### src/rtl/gpu_mem_pkg.sv
// Shared types and default widths for the LSU-to-memory arbiter.
package gpu_mem_pkg;

    localparam int DEFAULT_ADDR_BITS = 8;
    localparam int DEFAULT_DATA_BITS = 8;

    typedef enum logic [2:0] {
        CH_IDLE           = 3'd0,
        CH_READ_WAITING   = 3'd1,
        CH_WRITE_WAITING  = 3'd2,
        CH_READ_RELAYING  = 3'd3,
        CH_WRITE_RELAYING = 3'd4
    } ch_state_t;

    function automatic int index_bits(input int n);
        return (n > 1) ? $clog2(n) : 1;
    endfunction

endpackage

### src/rtl/mem_arbiter_if.sv
// Consumer-side and memory-side buses of the arbiter; slave is the arbiter's view.
interface mem_arbiter_if
    import gpu_mem_pkg::*;
#(
    parameter int ADDR_BITS     = DEFAULT_ADDR_BITS,
    parameter int DATA_BITS     = DEFAULT_DATA_BITS,
    parameter int NUM_CONSUMERS = 4,
    parameter int NUM_CHANNELS  = 2
);
    logic [NUM_CONSUMERS-1:0]                consumer_read_valid;
    logic [NUM_CONSUMERS-1:0][ADDR_BITS-1:0] consumer_read_address;
    logic [NUM_CONSUMERS-1:0]                consumer_read_ready;
    logic [NUM_CONSUMERS-1:0][DATA_BITS-1:0] consumer_read_data;
    logic [NUM_CONSUMERS-1:0]                consumer_write_valid;
    logic [NUM_CONSUMERS-1:0][ADDR_BITS-1:0] consumer_write_address;
    logic [NUM_CONSUMERS-1:0][DATA_BITS-1:0] consumer_write_data;
    logic [NUM_CONSUMERS-1:0]                consumer_write_ready;

    logic [NUM_CHANNELS-1:0]                 mem_read_valid;
    logic [NUM_CHANNELS-1:0][ADDR_BITS-1:0]  mem_read_address;
    logic [NUM_CHANNELS-1:0]                 mem_read_ready;
    logic [NUM_CHANNELS-1:0][DATA_BITS-1:0]  mem_read_data;
    logic [NUM_CHANNELS-1:0]                 mem_write_valid;
    logic [NUM_CHANNELS-1:0][ADDR_BITS-1:0]  mem_write_address;
    logic [NUM_CHANNELS-1:0][DATA_BITS-1:0]  mem_write_data;
    logic [NUM_CHANNELS-1:0]                 mem_write_ready;

    modport slave (
        input  consumer_read_valid, consumer_read_address,
        output consumer_read_ready, consumer_read_data,
        input  consumer_write_valid, consumer_write_address, consumer_write_data,
        output consumer_write_ready,
        output mem_read_valid, mem_read_address,
        input  mem_read_ready, mem_read_data,
        output mem_write_valid, mem_write_address, mem_write_data,
        input  mem_write_ready
    );

    modport master (
        output consumer_read_valid, consumer_read_address,
        input  consumer_read_ready, consumer_read_data,
        output consumer_write_valid, consumer_write_address, consumer_write_data,
        input  consumer_write_ready,
        input  mem_read_valid, mem_read_address,
        output mem_read_ready, mem_read_data,
        input  mem_write_valid, mem_write_address, mem_write_data,
        output mem_write_ready
    );

endinterface

### src/rtl/mem_channel.sv
// One external memory channel: captures a granted request, waits on memory,
// then relays completion to the owning consumer until it drops its valid.
module mem_channel
    import gpu_mem_pkg::*;
#(
    parameter int ADDR_BITS     = DEFAULT_ADDR_BITS,
    parameter int DATA_BITS     = DEFAULT_DATA_BITS,
    parameter int NUM_CONSUMERS = 4,
    parameter int WRITE_ENABLE  = 1,
    localparam int CW           = index_bits(NUM_CONSUMERS)
) (
    input  logic                 clk,
    input  logic                 reset,
    input  logic                 grant,
    input  logic                 grant_write,
    input  logic [CW-1:0]        grant_consumer,
    input  logic [ADDR_BITS-1:0] grant_address,
    input  logic [DATA_BITS-1:0] grant_data,
    input  logic                 owner_valid,
    input  logic                 mem_read_ready,
    input  logic [DATA_BITS-1:0] mem_read_data,
    input  logic                 mem_write_ready,
    output ch_state_t            state,
    output logic [CW-1:0]        owner,
    output logic                 release_claim,
    output logic                 mem_read_valid,
    output logic [ADDR_BITS-1:0] mem_read_address,
    output logic                 mem_write_valid,
    output logic [ADDR_BITS-1:0] mem_write_address,
    output logic [DATA_BITS-1:0] mem_write_data,
    output logic [DATA_BITS-1:0] read_data
);
    ch_state_t            state_reg, state_next;
    logic [CW-1:0]        owner_reg;
    logic [ADDR_BITS-1:0] rd_addr_reg;
    logic [DATA_BITS-1:0] rd_data_reg;
    logic                 take_grant;

    assign take_grant = (state_reg == CH_IDLE) && grant;

    always_comb begin
        state_next = state_reg;
        case (state_reg)
            CH_IDLE:
                if (grant)
                    state_next = (grant_write && WRITE_ENABLE != 0) ? CH_WRITE_WAITING
                                                                     : CH_READ_WAITING;
            CH_READ_WAITING:   if (mem_read_ready)  state_next = CH_READ_RELAYING;
            CH_WRITE_WAITING:  if (mem_write_ready) state_next = CH_WRITE_RELAYING;
            CH_READ_RELAYING,
            CH_WRITE_RELAYING: if (!owner_valid)    state_next = CH_IDLE;
            default:                                state_next = CH_IDLE;
        endcase
    end

    always_ff @(posedge clk) begin
        if (reset) begin
            state_reg   <= CH_IDLE;
            owner_reg   <= '0;
            rd_addr_reg <= '0;
            rd_data_reg <= '0;
        end else begin
            state_reg <= state_next;
            if (take_grant)
                owner_reg <= grant_consumer;
            if (take_grant && !grant_write)
                rd_addr_reg <= grant_address;
            if (state_reg == CH_READ_WAITING && mem_read_ready)
                rd_data_reg <= mem_read_data;
        end
    end

    assign state            = state_reg;
    assign owner            = owner_reg;
    assign release_claim    = ((state_reg == CH_READ_RELAYING) || (state_reg == CH_WRITE_RELAYING))
                              && !owner_valid;
    assign mem_read_valid   = (state_reg == CH_READ_WAITING);
    assign mem_read_address = rd_addr_reg;
    assign read_data        = rd_data_reg;

    generate
        if (WRITE_ENABLE != 0) begin : g_write
            logic [ADDR_BITS-1:0] wr_addr_reg;
            logic [DATA_BITS-1:0] wr_data_reg;

            always_ff @(posedge clk) begin
                if (reset) begin
                    wr_addr_reg <= '0;
                    wr_data_reg <= '0;
                end else if (take_grant && grant_write) begin
                    wr_addr_reg <= grant_address;
                    wr_data_reg <= grant_data;
                end
            end

            assign mem_write_valid   = (state_reg == CH_WRITE_WAITING);
            assign mem_write_address = wr_addr_reg;
            assign mem_write_data    = wr_data_reg;
        end else begin : g_no_write
            logic unused_write_inputs;
            assign unused_write_inputs = ^grant_data;
            assign mem_write_valid     = 1'b0;
            assign mem_write_address   = '0;
            assign mem_write_data      = '0;
        end
    endgenerate

endmodule

### src/rtl/mem_arbiter.sv
// Fixed-priority arbiter mapping LSU consumers onto a pool of memory channels;
// the claim mask keeps any consumer owned by at most one channel.
module mem_arbiter
    import gpu_mem_pkg::*;
#(
    parameter int ADDR_BITS     = DEFAULT_ADDR_BITS,
    parameter int DATA_BITS     = DEFAULT_DATA_BITS,
    parameter int NUM_CONSUMERS = 4,
    parameter int NUM_CHANNELS  = 2,
    parameter int WRITE_ENABLE  = 1
) (
    input logic         clk,
    input logic         reset,
    mem_arbiter_if.slave bus
);
    localparam int CW = index_bits(NUM_CONSUMERS);

    logic [NUM_CONSUMERS-1:0]               claim_reg, claim_next;
    logic [NUM_CHANNELS-1:0]                grant, grant_write;
    logic [NUM_CHANNELS-1:0][CW-1:0]        grant_consumer;
    logic [NUM_CHANNELS-1:0][ADDR_BITS-1:0] grant_address;
    logic [NUM_CHANNELS-1:0][DATA_BITS-1:0] grant_data;

    ch_state_t     ch_state [NUM_CHANNELS];
    logic [CW-1:0] ch_owner [NUM_CHANNELS];
    logic [NUM_CHANNELS-1:0]                ch_release, ch_owner_valid;
    logic [NUM_CHANNELS-1:0][DATA_BITS-1:0] ch_read_data;

    logic [NUM_CHANNELS-1:0]                mem_read_valid_w, mem_write_valid_w;
    logic [NUM_CHANNELS-1:0][ADDR_BITS-1:0] mem_read_address_w, mem_write_address_w;
    logic [NUM_CHANNELS-1:0][DATA_BITS-1:0] mem_write_data_w;

    logic [NUM_CONSUMERS-1:0]                read_ready_w, write_ready_w;
    logic [NUM_CONSUMERS-1:0][DATA_BITS-1:0] read_data_w;

    // Channels scan in ascending order; a consumer taken by a lower channel
    // this cycle is hidden from the higher ones. Reads win over writes.
    always_comb begin : arbitrate
        logic [NUM_CONSUMERS-1:0] taken;
        logic                     found;
        taken          = claim_reg;
        grant          = '0;
        grant_write    = '0;
        grant_consumer = '0;
        grant_address  = '0;
        grant_data     = '0;
        for (int ch = 0; ch < NUM_CHANNELS; ch++) begin
            found = 1'b0;
            if (ch_state[ch] == CH_IDLE) begin
                for (int c = 0; c < NUM_CONSUMERS; c++) begin
                    if (!found && !taken[c] &&
                        (bus.consumer_read_valid[c] ||
                         (WRITE_ENABLE != 0 && bus.consumer_write_valid[c]))) begin
                        found              = 1'b1;
                        taken[c]           = 1'b1;
                        grant[ch]          = 1'b1;
                        grant_consumer[ch] = CW'(c);
                        grant_write[ch]    = !bus.consumer_read_valid[c];
                        grant_address[ch]  = bus.consumer_read_valid[c] ? bus.consumer_read_address[c]
                                                                        : bus.consumer_write_address[c];
                        grant_data[ch]     = bus.consumer_write_data[c];
                    end
                end
            end
        end
    end

    always_comb begin
        claim_next    = claim_reg;
        read_ready_w  = '0;
        write_ready_w = '0;
        read_data_w   = '0;
        for (int ch = 0; ch < NUM_CHANNELS; ch++) begin
            if (ch_release[ch])
                claim_next[ch_owner[ch]] = 1'b0;
            if (grant[ch])
                claim_next[grant_consumer[ch]] = 1'b1;
            if (ch_state[ch] == CH_READ_RELAYING) begin
                read_ready_w[ch_owner[ch]] = 1'b1;
                read_data_w[ch_owner[ch]]  = ch_read_data[ch];
            end
            if (ch_state[ch] == CH_WRITE_RELAYING)
                write_ready_w[ch_owner[ch]] = 1'b1;
        end
    end

    always_ff @(posedge clk) begin
        if (reset)
            claim_reg <= '0;
        else
            claim_reg <= claim_next;
    end

    genvar gi;
    generate
        for (gi = 0; gi < NUM_CHANNELS; gi++) begin : g_channel
            assign ch_owner_valid[gi] = (ch_state[gi] == CH_WRITE_RELAYING)
                                        ? bus.consumer_write_valid[ch_owner[gi]]
                                        : bus.consumer_read_valid[ch_owner[gi]];

            mem_channel #(
                .ADDR_BITS     (ADDR_BITS),
                .DATA_BITS     (DATA_BITS),
                .NUM_CONSUMERS (NUM_CONSUMERS),
                .WRITE_ENABLE  (WRITE_ENABLE)
            ) u_channel (
                .clk               (clk),
                .reset             (reset),
                .grant             (grant[gi]),
                .grant_write       (grant_write[gi]),
                .grant_consumer    (grant_consumer[gi]),
                .grant_address     (grant_address[gi]),
                .grant_data        (grant_data[gi]),
                .owner_valid       (ch_owner_valid[gi]),
                .mem_read_ready    (bus.mem_read_ready[gi]),
                .mem_read_data     (bus.mem_read_data[gi]),
                .mem_write_ready   (bus.mem_write_ready[gi]),
                .state             (ch_state[gi]),
                .owner             (ch_owner[gi]),
                .release_claim     (ch_release[gi]),
                .mem_read_valid    (mem_read_valid_w[gi]),
                .mem_read_address  (mem_read_address_w[gi]),
                .mem_write_valid   (mem_write_valid_w[gi]),
                .mem_write_address (mem_write_address_w[gi]),
                .mem_write_data    (mem_write_data_w[gi]),
                .read_data         (ch_read_data[gi])
            );
        end
    endgenerate

    assign bus.mem_read_valid       = mem_read_valid_w;
    assign bus.mem_read_address     = mem_read_address_w;
    assign bus.mem_write_valid      = mem_write_valid_w;
    assign bus.mem_write_address    = mem_write_address_w;
    assign bus.mem_write_data       = mem_write_data_w;
    assign bus.consumer_read_ready  = read_ready_w;
    assign bus.consumer_read_data   = read_data_w;
    assign bus.consumer_write_ready = write_ready_w;

endmodule

### src/flat_wrapper.sv
// flat-port wrapper written by rule: the top's interface ports become plain ports
module mem_arbiter_flat import gpu_mem_pkg::*;
#(
    parameter int ADDR_BITS     = DEFAULT_ADDR_BITS,
    parameter int DATA_BITS     = DEFAULT_DATA_BITS,
    parameter int NUM_CONSUMERS = 4,
    parameter int NUM_CHANNELS  = 2,
    parameter int WRITE_ENABLE  = 1
)
  (clk, reset, bus_consumer_read_valid, bus_consumer_read_address, bus_consumer_read_ready, bus_consumer_read_data, bus_consumer_write_valid, bus_consumer_write_address, bus_consumer_write_data, bus_consumer_write_ready, bus_mem_read_valid, bus_mem_read_address, bus_mem_read_ready, bus_mem_read_data, bus_mem_write_valid, bus_mem_write_address, bus_mem_write_data, bus_mem_write_ready);
  mem_arbiter_if #(.ADDR_BITS(ADDR_BITS), .DATA_BITS(DATA_BITS), .NUM_CONSUMERS(NUM_CONSUMERS), .NUM_CHANNELS(NUM_CHANNELS)) bus_i ();
  input logic clk;
  input logic reset;
  input wire logic [$bits(bus_i.consumer_read_valid)-1:0] bus_consumer_read_valid;
  input wire logic [$bits(bus_i.consumer_read_address)-1:0] bus_consumer_read_address;
  output wire logic [$bits(bus_i.consumer_read_ready)-1:0] bus_consumer_read_ready;
  output wire logic [$bits(bus_i.consumer_read_data)-1:0] bus_consumer_read_data;
  input wire logic [$bits(bus_i.consumer_write_valid)-1:0] bus_consumer_write_valid;
  input wire logic [$bits(bus_i.consumer_write_address)-1:0] bus_consumer_write_address;
  input wire logic [$bits(bus_i.consumer_write_data)-1:0] bus_consumer_write_data;
  output wire logic [$bits(bus_i.consumer_write_ready)-1:0] bus_consumer_write_ready;
  output wire logic [$bits(bus_i.mem_read_valid)-1:0] bus_mem_read_valid;
  output wire logic [$bits(bus_i.mem_read_address)-1:0] bus_mem_read_address;
  input wire logic [$bits(bus_i.mem_read_ready)-1:0] bus_mem_read_ready;
  input wire logic [$bits(bus_i.mem_read_data)-1:0] bus_mem_read_data;
  output wire logic [$bits(bus_i.mem_write_valid)-1:0] bus_mem_write_valid;
  output wire logic [$bits(bus_i.mem_write_address)-1:0] bus_mem_write_address;
  output wire logic [$bits(bus_i.mem_write_data)-1:0] bus_mem_write_data;
  input wire logic [$bits(bus_i.mem_write_ready)-1:0] bus_mem_write_ready;
  assign bus_i.consumer_read_valid = bus_consumer_read_valid;
  assign bus_i.consumer_read_address = bus_consumer_read_address;
  assign bus_consumer_read_ready = bus_i.consumer_read_ready;
  assign bus_consumer_read_data = bus_i.consumer_read_data;
  assign bus_i.consumer_write_valid = bus_consumer_write_valid;
  assign bus_i.consumer_write_address = bus_consumer_write_address;
  assign bus_i.consumer_write_data = bus_consumer_write_data;
  assign bus_consumer_write_ready = bus_i.consumer_write_ready;
  assign bus_mem_read_valid = bus_i.mem_read_valid;
  assign bus_mem_read_address = bus_i.mem_read_address;
  assign bus_i.mem_read_ready = bus_mem_read_ready;
  assign bus_i.mem_read_data = bus_mem_read_data;
  assign bus_mem_write_valid = bus_i.mem_write_valid;
  assign bus_mem_write_address = bus_i.mem_write_address;
  assign bus_mem_write_data = bus_i.mem_write_data;
  assign bus_i.mem_write_ready = bus_mem_write_ready;
  mem_arbiter #(.ADDR_BITS(ADDR_BITS), .DATA_BITS(DATA_BITS), .NUM_CONSUMERS(NUM_CONSUMERS), .NUM_CHANNELS(NUM_CHANNELS), .WRITE_ENABLE(WRITE_ENABLE)) u_core (.clk(clk), .reset(reset), .bus(bus_i));
endmodule
### config.mk
export PLATFORM = sky130hd
export DESIGN_NAME = mem_arbiter_flat
export DESIGN_NICKNAME = d
export VERILOG_FILES = /design/src/rtl/gpu_mem_pkg.sv /design/src/rtl/mem_arbiter_if.sv /design/src/rtl/mem_channel.sv /design/src/rtl/mem_arbiter.sv /design/src/flat_wrapper.sv
export SDC_FILE = /design/constraint.sdc
export NUM_CORES = 1
export LEC_CHECK = 0
export ABC_AREA = 1
export BUFFER_PORTS_ARGS = -buffer_cell sky130_fd_sc_hd__clkbuf_2
export CAP_MARGIN = 20
export CORE_MARGIN = 4
export CORE_UTILIZATION = 30
export CTS_CLUSTER_SIZE = 28
export DETAILED_ROUTE_END_ITERATION = 10
export PLACE_DENSITY = 0.67
export RECOVER_POWER = 100
export REMOVE_ABC_BUFFERS = 1
export SKIP_CTS_REPAIR_TIMING = 1
export SLEW_MARGIN = 20
export SYNTH_ARGS = -nofsm -noshare
export SYNTH_HDL_FRONTEND = slang
export SYNTH_SLANG_ARGS = --single-unit
### constraint.sdc
create_clock -name clk -period 6 [get_ports clk]
set_input_delay 1.2 -clock clk [delete_from_list [all_inputs] [get_ports clk]]
set_output_delay 1.2 -clock clk [all_outputs]
set_load 0.02 [all_outputs]
==> metrics.md, run 1 <==
| Metric | Value |
|---|---|
| Final net count | `1,145` |
| Aggregate routed wire length | `21.24 mm` |
| Row count | `47` |
| Global-route wire length before repair | `33.31 mm` |
| Largest cells by area after synthesis | `dfxtp_1 30%, nand2_1 15%, o21ai_0 11%, nor2_1 8.4%, a21oi_1 5.6%` |
| Worst vdd ir | `0.0002405 V` |
| Routability cong. | `0.9188` |
| WL per Instance | `17.07 um` |
| Status | `finished, final reports clean` |
| Post-synth design cell area | `5121 um2` |
| Drt via density | `5.137` |
| Die ar. | `19,230 um2` |
| Drc violations | `0` |
| CP Capture Type | `flip-flop` |
| Hpwl dp | `16.24 mm` |
| Yosys warning count | `0` |
| Worst Clk Skew | `0.009664 ns` |
| Delay-heaviest family, CP | `simple AND/OR/NAND/NOR gates` |
| Final cell count without fillers | `1,244` |
| Crit path buf inv count | `2` |
| Max cap viols | `0` |
| Worst Path Required | `6.23 ns` |
| Fraction of layout cells with a size suffix above 1 | `15.72%` |
| Most frequent cells in the layout | `205 x nand2_1, 123 x clkbuf_2, 118 x nor2_1` |
| Die X-Extent | `138.7 um` |
| Crit start category | `primary input` |
| Vias in the first global route | `6,269` |
| Worst-path clk slew | `0.06 ns` |
| Worst R2R Start | `u_core.g_channel[0].u_channel.state[1]$_SDFFE_PP0P_` |
| Reg2Reg Depth | `13` |
| Vias | `6,390` |
| Pins Over Slew Limit | `0` |
| Seq/Total Area, Yosys | `30.49%` |
| Slowest-stage cell, CP | `clkbuf_1` |
| Rel. slew slack | `15.92%` |
| Worst Tran Pin Value | `1.261 ns` |
| CTS Sinks | `78` |
| Worst-path fanout max | `15` |
| Max clock buf depth | `2` |
| Register bit total from synthesis | `78` |
| Largest stage delay, worst path | `0.90 ns` |
| CP cell instances | `clkbuf_1 > nor2_1 > nor2_1 > nand3_1 > nand2_1 > nand2_1 > nand2_1 > nand2_1 > nand2_1 > nand2_1 > nor2_1 > inv_1 > nor2_1 > nor2_1` |
| Final Hold Viols | `0` |
| Initial antenna violation count | `0` |
| Leading area contributor after synthesis | `dfxtp_1` |
| Grt ovf | `0` |
| Synthesized instance count | `826` |
| RSZ-0062 raised after global routing | `false` |
| Port bufs | `217` |
| Worst EP arrival | `4.93 ns` |
| TritonCTS Buffers | `9` |
| Antenna Nets Post-Route | `0` |
| Total track usage | `21.45%` |
| Initial DRC count | `470` |
| Worst-Skew Late Latency | `0.34 ns` |
| Setup total negative slack | `0 ns` |
| Synth cell types | `39` |
| Starting Density | `30.77%` |
| Diodes inserted | `0` |
| DRT Pass-1 Iters | `5` |
| Power density over cell area | `538.4 nW/um2` |
| Hold crit path type | `reg -> reg` |
| Number of synthesized flops with an enable pin | `0` |
| Root Driver | `clkbuf_16` |
| Synth async-reset ratio | `0%` |
| Yosys top cell area share | `30.49%` |
| Fillers | `1,892` |
| Crit Path Class | `in -> reg` |
| CP most frequent cell | `nand2_1` |
| Leading cell type in the layout, fill and taps excluded | `nand2_1` |
| TritonCTS clock tree | `yes` |
| Tcrit/Tclk final | `78.20%` |
| Core area | `16,640 um2` |
| Fmax | `213.1 MHz` |
| H-tree depth | `3` |
| Io pins | `218` |
| Flop-to-flop setup slack | `2.28 ns` |
| Fin crit period | `4.692 ns` |
| # setup viols final | `0` |
| Top_reg_cell synth | `dfxtp_1` |
| Hold Path Stages | `2` |
| Leakage power figure | `2.852 nW` |
| Synthesis-to-layout area growth | `25.90%` |
| Die Y | `138.7 um` |
| Post-Syn Area per Cell | `6.200 um2` |
| Placed insts | `1,228` |
| Pin count of the biggest net entering global routing | `31` |
==> report_power, final <==
part	internal, mW	switching [mW]	leakage, nW
clock network	0.336	0.223	0.147
registers	0.698	0.114	0.641
logic	0.586	1.51	2.06
total	1.62	1.85	2.85
==> layout make-up <==
type,count,area [um2],area share (%)
Clock buffer,12,246.5,3.823
Clock inverter,4,56.30,0.8733
Inverter,73,276.5,4.289
Multi-Input combinational cell,636,3037,47.10
Sequential cell,78,1562,24.22
Tap cell,220,275.3,4.269
Timing Repair Buffer,221,994.7,15.43
==> cells by family (layout without fill, tap and decap cells) <==
logic type	after synthesis	count (layout)	share of synthesized area (%)
buf+inv	112	310	9.406
mux	12	12	2.419
simple gates	394	394	32.76
compound gates	230	230	24.92
flops	78	78	30.49
==> through the flow <==
step | power (mW) | hold WS [ns] | cell area [um2] | setup slack, ns | utilization [%]
detailed placement | 2.969 | 0.4575 | 6307 | 1.752 | 37.90
finish | 3.471 | 0.4640 | 6447 | 1.308 | 38.74
global placement | 2.953 | 0.4516 | 6307 | 1.775 | 37.90
CTS | 3.539 | 0.4664 | 6610 | 2.098 | 39.72
floorplan | 2.290 | 0.4654 | 4916 | 2.849 | -
global route | 3.799 | 0.4804 | 6447 | 0.9984 | 38.74
==> Yosys cell counts (9+ instances only) <==
cell,n
nand4_1,17
clkbuf_1,20
nand2_1,202
dfxtp_1,78
nor2_1,115
inv_1,66
a22oi_1,9
o22ai_1,38
nand3_1,37
buf_4,10
mux2i_1,9
a21oi_1,57
o21ai_0,111
==> metal layers <==
| metal | track usage, % | vias up | routed length (um) |
|---|---|---|---|
| met2 | 34.30 | 311 | 9634 |
| met3 | 5.897 | 45 | 1945 |
| met5 | 0 | - | 0 |
| met1 | 27.82 | 2882 | 9109 |
| met4 | 7.724 | 0 | 552 |
| li1 | - | 3152 | - |
==> worst register-to-register path: stages, from the launching register on <==
cell and delay [ns]:
dfxtp_1 0.51, inv_4 0.07, nand2_4 0.10, nor2_8 0.06, nor2_2 0.73, a21oi_4 0.19
nand2_1 0.55, nand2_1 0.11, nand2_1 0.16, nand2_1 0.10, nor2_1 0.49, inv_1 0.32
nor2_1 0.18, nor2_1 0.05
==> worst max path at each step <==
stage                                                                               to                  startpoint  depth (start not counted)  slack [ns]
after global routing                                                         flip-flop  bus_consumer_read_valid[1]                         11         1.0
after CTS                 u_core.g_channel[1].u_channel.mem_write_data[0]$_SDFFE_PP0P_  bus_consumer_read_valid[0]                         11        2.10
after global placement                                                       flip-flop  bus_consumer_read_valid[0]                         12        1.78
final                                                                        flip-flop  bus_consumer_read_valid[1]                         14        1.31
after detailed placement  u_core.g_channel[1].u_channel.mem_write_data[0]$_SDFFE_PP0P_  bus_consumer_read_valid[0]                         11        1.75
after floorplan                                                              flip-flop  bus_consumer_read_valid[0]                         12        2.85
Power figures use the tool's default switching activity.
==> inputs of run 2 (changes only) <==
- ABC_AREA: 1 -> 0
- PLACE_DENSITY: 0.67 -> 0.66
- clock period: 6 -> 4.69 ns (I/O delays scaled with it)
==> run 2 against run 1 <==
Against the previous run: the flow now finishes with violations (capacitance limit, slew limit); flip-flop and latch count unchanged; via count down 9.9%; critical path depth down 7; critical path type is now reg -> reg; largest cell class unchanged; largest power group unchanged; highest routed layer unchanged.
==> metrics.md, run 2 <==
| Metric | Value |
|---|---|
| Worst-path clk slew | `0.06 ns (about the same)` |
| Antenna Nets Post-Route | `0 (unchanged)` |
| Global-route wire length before repair | `30.86 mm (-7.4%)` |
| CP Capture Type | `flip-flop` |
| Worst Tran Pin Value | `1.732 ns (+0.4703 ns)` |
| Diodes inserted | `0 (unchanged)` |
| TritonCTS Buffers | `9 (unchanged)` |
| Synth cell types | `65 (+67%)` |
| Crit path buf inv count | `1 (-1)` |
| Leakage power figure | `2.534 nW (-11%)` |
| Commonest cells in the synthesized netlist | `79 x nand2_1, 78 x dfxtp_1, 69 x nor2_1` |
| CP cell instances | `o21ba_1 > buf_4 > xnor2_1 > a22oi_1 > o221ai_2 > nand3_2 > mux2i_1` |
| Top_reg_cell synth | `dfxtp_1` |
| Flop-to-flop setup slack | `0.64 ns (-1.64 ns)` |
| Initial antenna violation count | `0 (unchanged)` |
| Drt via density | `5.522 (+7.5%)` |
| Die X-Extent | `141.4 um (+1.9%)` |
| Worst-path fanout max | `19 (+4)` |
| DRT Pass-1 Iters | `5 (unchanged)` |
| Final cell count without fillers | `1,043 (-16%)` |
| Io pins | `218 (unchanged)` |
| Leading area contributor after synthesis | `dfxtp_1` |
| Worst EP arrival | `4.27 ns (-0.66 ns)` |
| Root Driver | `clkbuf_16` |
| Port bufs | `217 (unchanged)` |
| Placed insts | `1,027 (-16%)` |
| Fmax | `247.2 MHz` |
| TritonCTS clock tree | `yes` |
| Initial DRC count | `440 (-6.4%)` |
| Final worst setup slack | `0.6449 ns (-0.6633 ns)` |
| Leading cell type in the layout, fill and taps excluded | `clkbuf_2` |
| Pre-CTS WS | `0.9172 ns (-0.8350 ns)` |
| Crit Path Class | `reg -> reg` |
| Worst Path Required | `4.91 ns (-1.32 ns)` |
| # setup viols final | `0 (unchanged)` |
| Hold Slack | `0.4580 ns (-0.006038 ns)` |
| Crit start category | `flip-flop` |
| Starting Density | `30.74% (-0.034 points)` |
| Synthesized instance count | `628 (-24%)` |
| Vias | `5,759 (-9.9%)` |
| Rel. slew slack | `-16.27% (-32 points)` |
| Synthesis-to-layout area growth | `23.55%` |
| Placed Area | `6518 um2 (+3.3%)` |
| Final Hold Viols | `0 (unchanged)` |
| Post-layout util | `37.98% (-0.77 points)` |
| Aggregate routed wire length | `20.29 mm (-4.5%)` |
| Post-Syn Area per Cell | `8.495 um2 (+37%)` |
| Power density over cell area | `677.4 nW/um2 (+26%)` |
| Yosys warning count | `0 (unchanged)` |
| CTS Sinks | `78 (unchanged)` |
| Pins Over Slew Limit | `29 (+29)` |
| Most common cell in the netlist | `nand2_1` |
| Synth async-reset ratio | `0% (unchanged)` |
| Routability cong. | `0.8990 (-2.2%)` |
| Post-route cell area | `6591 um2 (+2.2%)` |
| Delay-heaviest family, CP | `XOR/XNOR gates` |
| Post-synth design cell area | `5335 um2 (+4.2%)` |
| Pin count of the biggest net entering global routing | `60 (+94%)` |
| Fraction of layout cells with a size suffix above 1 | `22.74% (+7.0 points)` |
| Setup total negative slack | `0 ns (unchanged)` |
| Hpwl dp | `15.12 mm (-6.8%)` |
| Number of synthesized flops with an enable pin | `0 (unchanged)` |
| Final net count | `939 (-18%)` |
| Hold crit path type | `reg -> reg` |
| Tcrit/Tclk final | `86.25%` |
| Total track usage | `19.53% (-1.9 points)` |
| Row count | `48 (+2.1%)` |
| Worst Clk Skew | `0.009065 ns (-0.0005994 ns)` |
| Largest stage delay, worst path | `1.32 ns (+0.42 ns)` |
| Max clock buf depth | `2 (unchanged)` |
| Total Power | `4.465 mW (+29%)` |
| Max cap viols | `2 (+2)` |
| Grt ovf | `0 (unchanged)` |
| Status | `complete, but fails checks` |
| Die Y | `141.4 um (+1.9%)` |
| Fin crit period | `4.045 ns` |
| Largest cells by area after synthesis | `dfxtp_1 29%, mux2i_1 8.3%, a22o_1 5.7%, nand2_1 5.6%, nor2_1 4.9%` |
| Die ar. | `19,980 um2 (+3.9%)` |
| H-tree depth | `3 (unchanged)` |
| Vias in the first global route | `5,580 (-11%)` |
| Register bit total from synthesis | `78 (unchanged)` |
| Most frequent cells in the layout | `124 x clkbuf_2, 99 x clkbuf_1, 79 x nand2_1` |
| Drc violations | `0 (unchanged)` |
| Violated checks | `capacitance limit, slew limit` |
| RSZ-0062 raised after global routing | `false` |
| Worst vdd ir | `0.0003288 V (+37%)` |
| WL per Instance | `19.45 um (+14%)` |
| Yosys top cell area share | `29.27% (-1.2 points)` |
| Core area | `17,360 um2 (+4.3%)` |
| Worst-Skew Late Latency | `0.35 ns (about the same)` |
| Slowest-stage cell, CP | `xnor2_1` |
| Seq/Total Area, Yosys | `29.27% (-1.2 points)` |
==> run 2: layout make-up <==
cell class	count	area [um2]
repair buffers	232	1064
well taps	225	281.5
clock inverters	4	53.80
inverters	8	30.03
multi-input cells	484	3344
flip-flops and latches	78	1562
clock buffers	12	256.5
fillers	1850	10770
==> run 2: routing by layer <==
metal,global-route usage (%),part of all wire (%),up-vias
met5,0,0,-
met4,5.507,2.2,0
met3,5.831,8.9,34
met2,31.13,46,280
met1,25.69,43,2677
li1,-,-,2768
==> run 2: kinds of logic after synthesis <==
family	Yosys count	synth area share, %
fa+ha+maj	1	0.1876
buf+inv	66	6.450
xor+xnor	2	0.6802
simple gates	205	18.57
mux	62	12.90
compound gates	214	31.94
flops	78	29.27
==> run 2: path summary, 6_finish.rpt <==
kind / start / to / cells after the start
max: u_core.claim_reg[0]$_SDFF_PP0_ / flip-flop / 7
min: flip-flop / flip-flop / 2
max reg2reg: u_core.claim_reg[0]$_SDFF_PP0_ / flip-flop / 7
min reg2reg: flip-flop / flip-flop / 2
==> run 2: worst min-delay path: cells and delay by family, from the launching register on <==
family | cells | cell delay [ns]
mux | 1 | 0.05
simple gates | 1 | 0.05
flops | 1 | 0.31
==> run 2: where the power goes <==
| group | internal [mW] | leakage [nW] | switching, mW |
|---|---|---|---|
| clock | 0.443 | 0.145 | 0.289 |
| combinational | 0.924 | 1.75 | 1.66 |
| sequential | 0.894 | 0.637 | 0.258 |
==> inputs of run 3 (changes only) <==
==> constraint.sdc (replaced) <==
create_clock -name clk -period 4.69 [get_ports clk]
set_input_delay 0.938 -clock clk [delete_from_list [all_inputs] [get_ports clk]]
set_output_delay 0.938 -clock clk [all_outputs]
set_load 0.01 [all_outputs]
==> run 3 against run 2 <==
Against the previous run: die area unchanged; the flow still finishes with violations (capacitance limit, slew limit); largest power group unchanged; fmax up 0.60%; critical path depth increased by 3; clock power about the same; core utilization hardly changed; flip-flop and latch count is the same; sequential share of layout area about the same.
==> metrics.md, run 3 (synthesis results as in run 2) <==
| Metric | Value |
|---|---|
| Status | `complete, but fails checks` |
| Violated checks | `capacitance limit, slew limit` |
| Routability cong. | `0.8990 (unchanged)` |
| Crit path from | `bus_consumer_write_valid[0]` |
| CP cell instances | `clkbuf_1 > clkbuf_1 > o21bai_1 > xnor2_1 > a221oi_1 > buf_4 > or3b_1 > a21boi_0 > buf_4 > mux2i_1` |
| Max cap viols | `1 (-1)` |
| Final Hold Viols | `0 (unchanged)` |
| Io pins | `218 (unchanged)` |
| # setup viols final | `0 (unchanged)` |
| Initial DRC count | `444 (+0.91%)` |
| Worst Path Required | `4.97 ns (+0.06 ns)` |
| Fin crit period | `4.021 ns (-0.02402 ns)` |
| Initial antenna violation count | `0 (unchanged)` |
| Rel. slew slack | `-1.583% (+15 points)` |
| Port bufs | `217 (unchanged)` |
| CTS Sinks | `78 (unchanged)` |
| Drc violations | `0 (unchanged)` |
| H-tree depth | `3 (unchanged)` |
| Crit Path Class | `in -> reg` |
| Leakage power figure | `2.540 nW (+0.23%)` |
| Final cell count without fillers | `1,043 (unchanged)` |
| Tcrit/Tclk final | `85.74% (-0.51 points)` |
| Worst R2R Start | `u_core.claim_reg[1]$_SDFF_PP0_` |
| Max clock buf depth | `2 (unchanged)` |
| Leading cell type in the layout, fill and taps excluded | `clkbuf_2` |
| Largest stage delay, worst path | `0.77 ns (-0.55 ns)` |
| RSZ-0062 raised after global routing | `false` |
| Top Metal Used | `met4` |
| Fmax | `248.7 MHz (+0.60%)` |
| Worst Clk Skew | `0.009357 ns (+0.0002923 ns)` |
| Global-route wire length before repair | `30.86 mm (unchanged)` |
| Placed insts | `1,027 (unchanged)` |
| Hold crit path type | `reg -> reg` |
| Worst Tran Pin Value | `1.512 ns (-0.2194 ns)` |
| Worst vdd ir | `0.0003258 V (-0.90%)` |
| Slowest-stage cell, CP | `xnor2_1` |
| Met1 WL | `8.530 mm (-2.0%)` |
| Root Driver | `clkbuf_16` |
| Vias | `5,736 (-0.40%)` |
| Die Y | `141.4 um (unchanged)` |
| Setup total negative slack | `0 ns (unchanged)` |
| WL per Instance | `19.38 um (-0.39%)` |
| TritonCTS clock tree | `yes` |
| Fraction of layout cells with a size suffix above 1 | `22.86% (+0.12 points)` |
| Grt ovf | `0 (unchanged)` |
| Synthesis-to-layout area growth | `23.69%` |
| Drt via density | `5.500 (-0.40%)` |
| TritonCTS Buffers | `9 (unchanged)` |
| Fillers | `1,850 (unchanged)` |
| Antenna Nets Post-Route | `0 (unchanged)` |
| Core area | `17,360 um2 (unchanged)` |
| Total track usage | `19.53% (unchanged)` |
| Most frequent cells in the layout | `124 x clkbuf_2, 99 x clkbuf_1, 79 x nand2_1` |
| Die X-Extent | `141.4 um (unchanged)` |
| CP Capture Type | `flip-flop` |
| Hpwl dp | `15.12 mm (unchanged)` |
| Pin count of the biggest net entering global routing | `60 (unchanged)` |
| Crit start category | `primary input` |
| Pins Over Slew Limit | `9 (-69%)` |
| Power density over cell area | `656.8 nW/um2 (-3.1%)` |
| Met2 wire len | `9.312 mm (-0.26%)` |
| Worst-path fanout max | `12 (-7)` |
| Worst-path clk slew | `0.06 ns (about the same)` |
| Starting Density | `30.74% (unchanged)` |
| DRT Pass-1 Iters | `7 (+2)` |
| Diodes inserted | `0 (unchanged)` |
| Die ar. | `19,980 um2 (unchanged)` |
| Worst EP arrival | `4.30 ns (+0.03 ns)` |
| Aggregate routed wire length | `20.21 mm (-0.39%)` |
| Row count | `48 (unchanged)` |
| Final net count | `939 (unchanged)` |
| Met3 WL | `1.901 mm (+5.7%)` |
| Vias in the first global route | `5,580 (unchanged)` |
| Worst-Skew Late Latency | `0.35 ns (about the same)` |
run 3: cell types whose count changed in the layout (fill, tap and decap cells not counted):
cell / delta
xnor2_1: -1
xnor2_2: +1
run 3: per-stage QoR:
step                      total power [mW]  util (%)  cell area, um2  worst slack (ns)  hold WS (ns)
after global placement               3.703     37.55            6518             1.008        0.4418
after global routing                 4.631     38.02            6599            0.4576        0.4904
after detailed placement             3.720     37.55            6518            0.9172        0.4479
final                                4.334     38.02            6599            0.6689        0.4573
after CTS                            4.474     39.34            6828             1.049        0.4582
after floorplan                      2.846         -            5021            0.9209        0.4693
run 3: final cells by class:
cell class / count / area, um2 / area share, %
Clock inverter: 4 / 53.80 / 0.8153
Inverter: 8 / 30.03 / 0.4551
Timing Repair Buffer: 232 / 1064 / 16.12
Clock buffer: 12 / 256.5 / 3.887
Tap cell: 225 / 281.5 / 4.266
Multi-Input combinational cell: 484 / 3352 / 50.80
Sequential cell: 78 / 1562 / 23.66
run 3: report_power, final:
| part | switching, mW | internal, mW | total (mW) |
|---|---|---|---|
| clock | 0.290 | 0.443 | 0.733 |
| sequential | 0.256 | 0.894 | 1.15 |
| combinational | 1.52 | 0.930 | 2.45 |
| total | 2.07 | 2.27 | 4.33 |
run 3: metal layers:
metal / vias to the layer above / GRT usage, %
met5: - / 0
met4: 0 / 5.507
met3: 37 / 5.831
met2: 292 / 31.13
met1: 2637 / 25.69
li1: 2770 / -
run 3: final timing paths:
path | end | slack, ns | cells after the start
worst max-delay path | flip-flop | 0.67 | 10
worst min-delay path | flip-flop | 0.46 | 2
worst max register to register | flip-flop | 0.97 | 8
worst min register to register | flip-flop | 0.46 | 2
run 3: critical path: cells and delay by family:
family,cells,cell delay (ns)
compound gates,3,0.69
xor+xnor,1,0.77
mux,1,0.19
simple gates,1,0.55
buf+inv,4,1.14
